[src/rtl/signed_mult_ctrl.sv]
// signed_mult_ctrl: multi-cycle signed multiply sequencer for the 8-bit core.
// Phases: sign-magnitude conversion (NEG), iterative shift-add (MUL),
// product sign correction (FIX), then a one-cycle DONE pulse.
// Optional macro SIGNED_MULT_EARLY_TERM_EN: leave MUL as soon as the remaining
// multiplier magnitude is zero (variable latency, identical results).
module signed_mult_ctrl #(
    parameter int WIDTH = 8
) (
    input  logic                 CLK,
    input  logic                 RESET,
    input  logic                 START,
    input  logic [WIDTH-1:0]     MULTIPLICAND,
    input  logic [WIDTH-1:0]     MULTIPLIER,
    output logic                 BUSY,
    output logic                 DONE,
    output logic [2*WIDTH-1:0]   PRODUCT,
    output logic                 OVF
);

    localparam int CW = $clog2(WIDTH + 1);
    localparam int PW = 2 * WIDTH;

    typedef enum logic [2:0] {
        S_IDLE,
        S_NEG,
        S_MUL,
        S_FIX,
        S_DONE
    } state_t;

    state_t state, state_nxt;

    logic signed [WIDTH-1:0] a_p0, b_p0;
    logic                    sign_p0;
    logic [WIDTH-1:0]        amag_p1, bmag_p1;
    logic [PW-1:0]           acc_p2;
    logic [CW-1:0]           cnt;
    logic                    last_iter;
    logic                    skip;
    logic [WIDTH:0]          sum_p2;
    logic [PW-1:0]           acc_fin;
    logic [PW-1:0]           prod_fix;

    // Magnitude of a two's-complement operand; the most negative value maps to 2^(WIDTH-1).
    function automatic logic [WIDTH-1:0] mag_of(input logic signed [WIDTH-1:0] x);
        logic [WIDTH-1:0] u;
        u = x;
        return x[WIDTH-1] ? (~u + WIDTH'(1)) : u;
    endfunction

    // Re-apply the product sign; negating zero stays zero.
    function automatic logic [PW-1:0] apply_sign(input logic neg, input logic [PW-1:0] m);
        return neg ? (~m + PW'(1)) : m;
    endfunction

    // Product does not fit a signed WIDTH-bit value unless its top WIDTH+1 bits agree.
    function automatic logic ovf_of(input logic [PW-1:0] p);
        logic [WIDTH:0] top;
        top = p[PW-1:WIDTH-1];
        return (top != '0) && (top != '1);
    endfunction

    // Sequencer state register
    always_ff @(posedge CLK) begin
        if (!RESET) state <= S_IDLE;
        else        state <= state_nxt;
    end

    // Next-state decode and status outputs
    always_comb begin
        state_nxt = state;
        BUSY      = 1'b0;
        DONE      = 1'b0;
        case (state)
            S_IDLE: if (START) state_nxt = S_NEG;
            S_NEG: begin
                BUSY      = 1'b1;
                state_nxt = S_MUL;
            end
            S_MUL: begin
                BUSY = 1'b1;
                if (skip || last_iter) state_nxt = S_FIX;
            end
            S_FIX: begin
                BUSY      = 1'b1;
                state_nxt = S_DONE;
            end
            S_DONE: begin
                DONE      = 1'b1;
                state_nxt = START ? S_NEG : S_IDLE;
            end
            default: state_nxt = S_IDLE;
        endcase
    end

    // Shared adder, early-exit test, final alignment and sign correction
    always_comb begin
        last_iter = (cnt == CW'(WIDTH - 1));
`ifdef SIGNED_MULT_EARLY_TERM_EN
        // Each skipped iteration would only have shifted right once more.
        skip    = (bmag_p1 == '0);
        acc_fin = acc_p2 >> (CW'(WIDTH) - cnt);
`else
        skip    = 1'b0;
        acc_fin = acc_p2;
`endif
        sum_p2   = {1'b0, acc_p2[PW-1:WIDTH]} + (bmag_p1[0] ? {1'b0, amag_p1} : '0);
        prod_fix = apply_sign(sign_p0, acc_fin);
    end

    // Operand capture, magnitude, accumulator and result registers
    always_ff @(posedge CLK) begin
        if (!RESET) begin
            a_p0    <= '0;
            b_p0    <= '0;
            sign_p0 <= 1'b0;
            amag_p1 <= '0;
            bmag_p1 <= '0;
            acc_p2  <= '0;
            cnt     <= '0;
            PRODUCT <= '0;
            OVF     <= 1'b0;
        end else begin
            case (state)
                S_IDLE, S_DONE: begin
                    if (START) begin
                        a_p0    <= MULTIPLICAND;
                        b_p0    <= MULTIPLIER;
                        sign_p0 <= MULTIPLICAND[WIDTH-1] ^ MULTIPLIER[WIDTH-1];
                    end
                end
                S_NEG: begin
                    amag_p1 <= mag_of(a_p0);
                    bmag_p1 <= mag_of(b_p0);
                    acc_p2  <= '0;
                    cnt     <= '0;
                end
                S_MUL: begin
                    if (!skip) begin
                        acc_p2  <= {sum_p2, acc_p2[WIDTH-1:1]};
                        bmag_p1 <= bmag_p1 >> 1;
                        cnt     <= cnt + CW'(1);
                    end
                end
                S_FIX: begin
                    PRODUCT <= prod_fix;
                    OVF     <= ovf_of(prod_fix);
                end
                default: ;
            endcase
        end
    end

endmodule

[config.mk]
export PLATFORM = sky130hd
export DESIGN_NAME = signed_mult_ctrl
export DESIGN_NICKNAME = d
export VERILOG_FILES = /design/src/rtl/signed_mult_ctrl.sv
export SDC_FILE = /design/constraint.sdc
export NUM_CORES = 1
export LEC_CHECK = 0
export ABC_CLOCK_PERIOD_IN_PS = 5640
export BUFFER_PORTS_ARGS = -buffer_cell sky130_fd_sc_hd__buf_2
export CORE_UTILIZATION = 60
export DETAILED_ROUTE_END_ITERATION = 6
export PLACE_DENSITY = 0.81
export SYNTH_ARGS = -nofsm -noshare
export SYNTH_HDL_FRONTEND = slang
export SYNTH_SLANG_ARGS = --single-unit
[constraint.sdc]
create_clock -name CLK -period 5.64 [get_ports CLK]
set_clock_uncertainty 0.15 [all_clocks]
set_input_delay 0.564 -clock CLK [delete_from_list [all_inputs] [get_ports CLK]]
set_output_delay 0.564 -clock CLK [all_outputs]
set_load 0.05 [all_outputs]
==> impl_metrics.json <==
{
  "status": "completed",
  "die_w_um": 83.7,
  "core-area_um2": 6390,
  "syn_area_um2": 4000,
  "path_clk_slew_ns": 0.08,
  "worst_setup_path_end_kind": "flip-flop",
  "finalHoldViolCount": 0,
  "die_area_um2": 7000,
  "dr.pass1.iters": 4,
  "synth_area_leaders": "dfxtp_1 (37%), nand2_1 (7.4%), o211a_1 (5.3%)",
  "drv_cap": 0,
  "drc_errors": 0,
  "crit_buf_inv": 1,
  "cp_top_family": "flip-flops",
  "layout_commonest_cell": "nand2_1",
  "timing.fmax_mhz": 335,
  "synth-edff-count": 0,
  "grt_max_degree": 77,
  "fin_crit_sh_pct": 53.0,
  "worstPathRequired_ns": 5.72,
  "cts_tree": "yes",
  "sw_frac_of_total_pct": 25.9,
  "power.leakage_nw": 1.95,
  "ir_worst_vdd_mv": 0.210,
  "post_synth_num_cell_types": 59,
  "final_nets": 519,
  "worst_hold_path_type": "input pin to flip-flop",
  "max_slew_margin_pct": 25.9,
  "grt_pass1_wl_um": 13800,
  "route.vias.total": 3323,
  "finalCriticalPeriod_ns": 2.99,
  "slowest_stage": "dfxtp_1",
  "final-setup-viol-count": 0,
  "clockBufferDepth": 2,
  "multi_input_area_um2": 2340,
  "worstMarginPinSlew_ns": 1.11,
  "boundaryPins": 38,
  "cts.sinks": 73,
  "yosys_warnings": 0,
  "placement_rows": 29,
  "cp.arrival_ns": 3.07,
  "rsz0062_at_grt": "false",
  "intPower_mw": 0.843,
  "ys_async_sr_fraction_pct": 0,
  "clkPwrFrac_pct": 39.3,
  "drv_slew": 0,
  "crit_path_cell_trace": "clkinv_1 -> a41oi_1 -> xnor2_1 -> or3b_2 -> a2111oi_0 -> nor3_1",
  "finalSetupTns_ns": 0,
  "drt-total-wl_um": 8000,
  "p_seq_share_pct": 49.2,
  "htreeDepth": 3,
  "final_cell_mix": "nand2_1 (79), dfxtp_1 (73), buf_2 (37)",
  "cts-buffers-inserted": 9,
  "grt_remaining_overflow": 0,
  "syn_inst": 473,
  "fp.dieH_um": 83.7,
  "stdcell_count": 568,
  "dp.cells": 553,
  "drt-initial-drc-count": 166,
  "hpwl_um": 5340,
  "area_delta_synth_final_pct": 9.26,
  "io_buffers": 37,
  "route.detailed.vias_per_inst": 5.85,
  "slowest_delay_ns": 0.82,
  "synthesis.nets": 505,
  "ys_ff_latch": 73,
  "p_per_area_nw_per_um2": 260,
  "drive_gt1_share_pct": 13.6,
  "root_buffer": "clkbuf_8",
  "syn_avg_cell_area_um2": 8.46,
  "cts_setup_buffers": 0,
  "fin_util_pct": 68.5,
  "n_fill_cell": 551,
  "hold_buffers": 0,
  "ys_seq_area_share_pct": 36.5,
  "clk_latency_ns": 0.35,
  "track_usage_pct": 24.2,
  "p_sw_mw": 0.295,
  "post_drt_wl_per_cell_um": 14.1,
  "cp-start-kind": "flip-flop",
  "hold_ws_ns": 0.307,
  "pwr-share-comb_pct": 11.5,
  "antenna_found_initial": 0,
  "synthFlopType": "dfxtp_1",
  "ant_nets": 0,
  "yosysTopAreaCellShare_pct": 36.5,
  "crit_fanout": 25,
  "crit_type": "flip-flop to flip-flop",
  "grt_pass1_vias": 3050,
  "regArea_um2": 1460,
  "ctsResizeCount": 0,
  "start_util_pct": 62.7,
  "insertedDiodeCount": 0,
  "gp_congestion": 0.886,
  "synth_top_area_cell": "dfxtp_1"
}
## sequential cells by signal (all words and copies together) (netlist names)
name and cells:
PRODUCT 16, OVF 1, acc_fin 16, a_p0 8
bmag_p1 8, b_p0 8, amag_p1 8, sign_p0 1
cnt 4, state 3
## stage by stage
stage	area (µm²)	setup WS, ns	total power [mW]
after global placement	4160	2.87	0.696
final	4370	2.65	1.14
after global routing	4370	2.46	1.18
after detailed placement	4160	2.74	0.702
after floorplan	4000	3.17	0.669
after CTS	4370	2.70	1.14
## power by group through the flow
stage	clock network [mW]	logic [mW]	registers, mW
after floorplan	0	0.0963	0.572
after global placement	0	0.127	0.569
after detailed placement	0	0.131	0.571
after CTS	0.449	0.132	0.559
after global routing	0.472	0.146	0.563
final	0.447	0.131	0.560
## cell usage after synthesis, types with 3 or more instances
master    count
a21boi_0     22
a21o_1        3
a21oi_1       8
a22oi_1      19
and2_1       15
buf_1         3
buf_2         5
clkbuf_1     29
dfxtp_1      73
ha_1         12
inv_1        12
mux2i_1       4
nand2_1      79
nand2b_1      5
nand3_1      10
nand4_1       3
nor2_1       14
nor2b_1      19
nor3_1        4
nor3b_1       3
nor4_1        4
o211a_1      21
o211ai_1      3
o21ai_0      18
o31ai_1       5
o41ai_1       3
or2_2         3
or3_1         3
or3b_2        3
xnor2_1      13
xor2_1       17
## worst reg2reg max path, cell delays in order (launching register included)
cell and delay [ns]:
dfxtp_1 0.82, clkinv_1 0.47, a41oi_1 0.35, xnor2_1 0.15
or3b_2 0.47, a2111oi_0 0.36, nor3_1 0.09
## worst paths after layout
kind / start / to / slack, ns / cells after the start
max: sign_p0$_SDFFE_PN0P_ / OVF$_SDFFE_PN0P_ / 2.65 / 6
min reg2reg: amag_p1[7]$_SDFFE_PN0P_ / amag_p1[7]$_SDFFE_PN0P_ / 0.31 / 2
max reg2reg: sign_p0$_SDFFE_PN0P_ / OVF$_SDFFE_PN0P_ / 2.65 / 6
min: MULTIPLIER[0] / b_p0[0]$_SDFFE_PN0P_ / 0.31 / 3
## per-layer routing
| layer | up-vias | GRT usage (%) | part of all wire (%) |
|---|---|---|---|
| met5 | - | 0 | 0 |
| met4 | 0 | 9.86 | 1.2 |
| met3 | 9 | 3.96 | 3.0 |
| met2 | 55 | 42.6 | 50 |
| met1 | 1572 | 29.3 | 46 |
| li1 | 1687 | - | - |
## cell families after synthesis
logic type,Yosys count,share of synthesized area (%)
fa+ha+maj,13,4.25
xor+xnor,30,6.57
flops,73,36.5
compound gates,122,23.1
buf+inv,51,5.13
simple gates,179,23.1
mux,5,1.28
## layout make-up
cell class / instances / area share [%]
multi-input combinational: 349 / 53.5
sequential: 73 / 33.4
tap: 77 / 2.20
inverter: 13 / 1.12
clock inverter: 3 / 1.49
clock buffer: 12 / 3.32
timing repair buffer: 41 / 4.92
No activity file was read; power rests on OpenSTA's default activity.
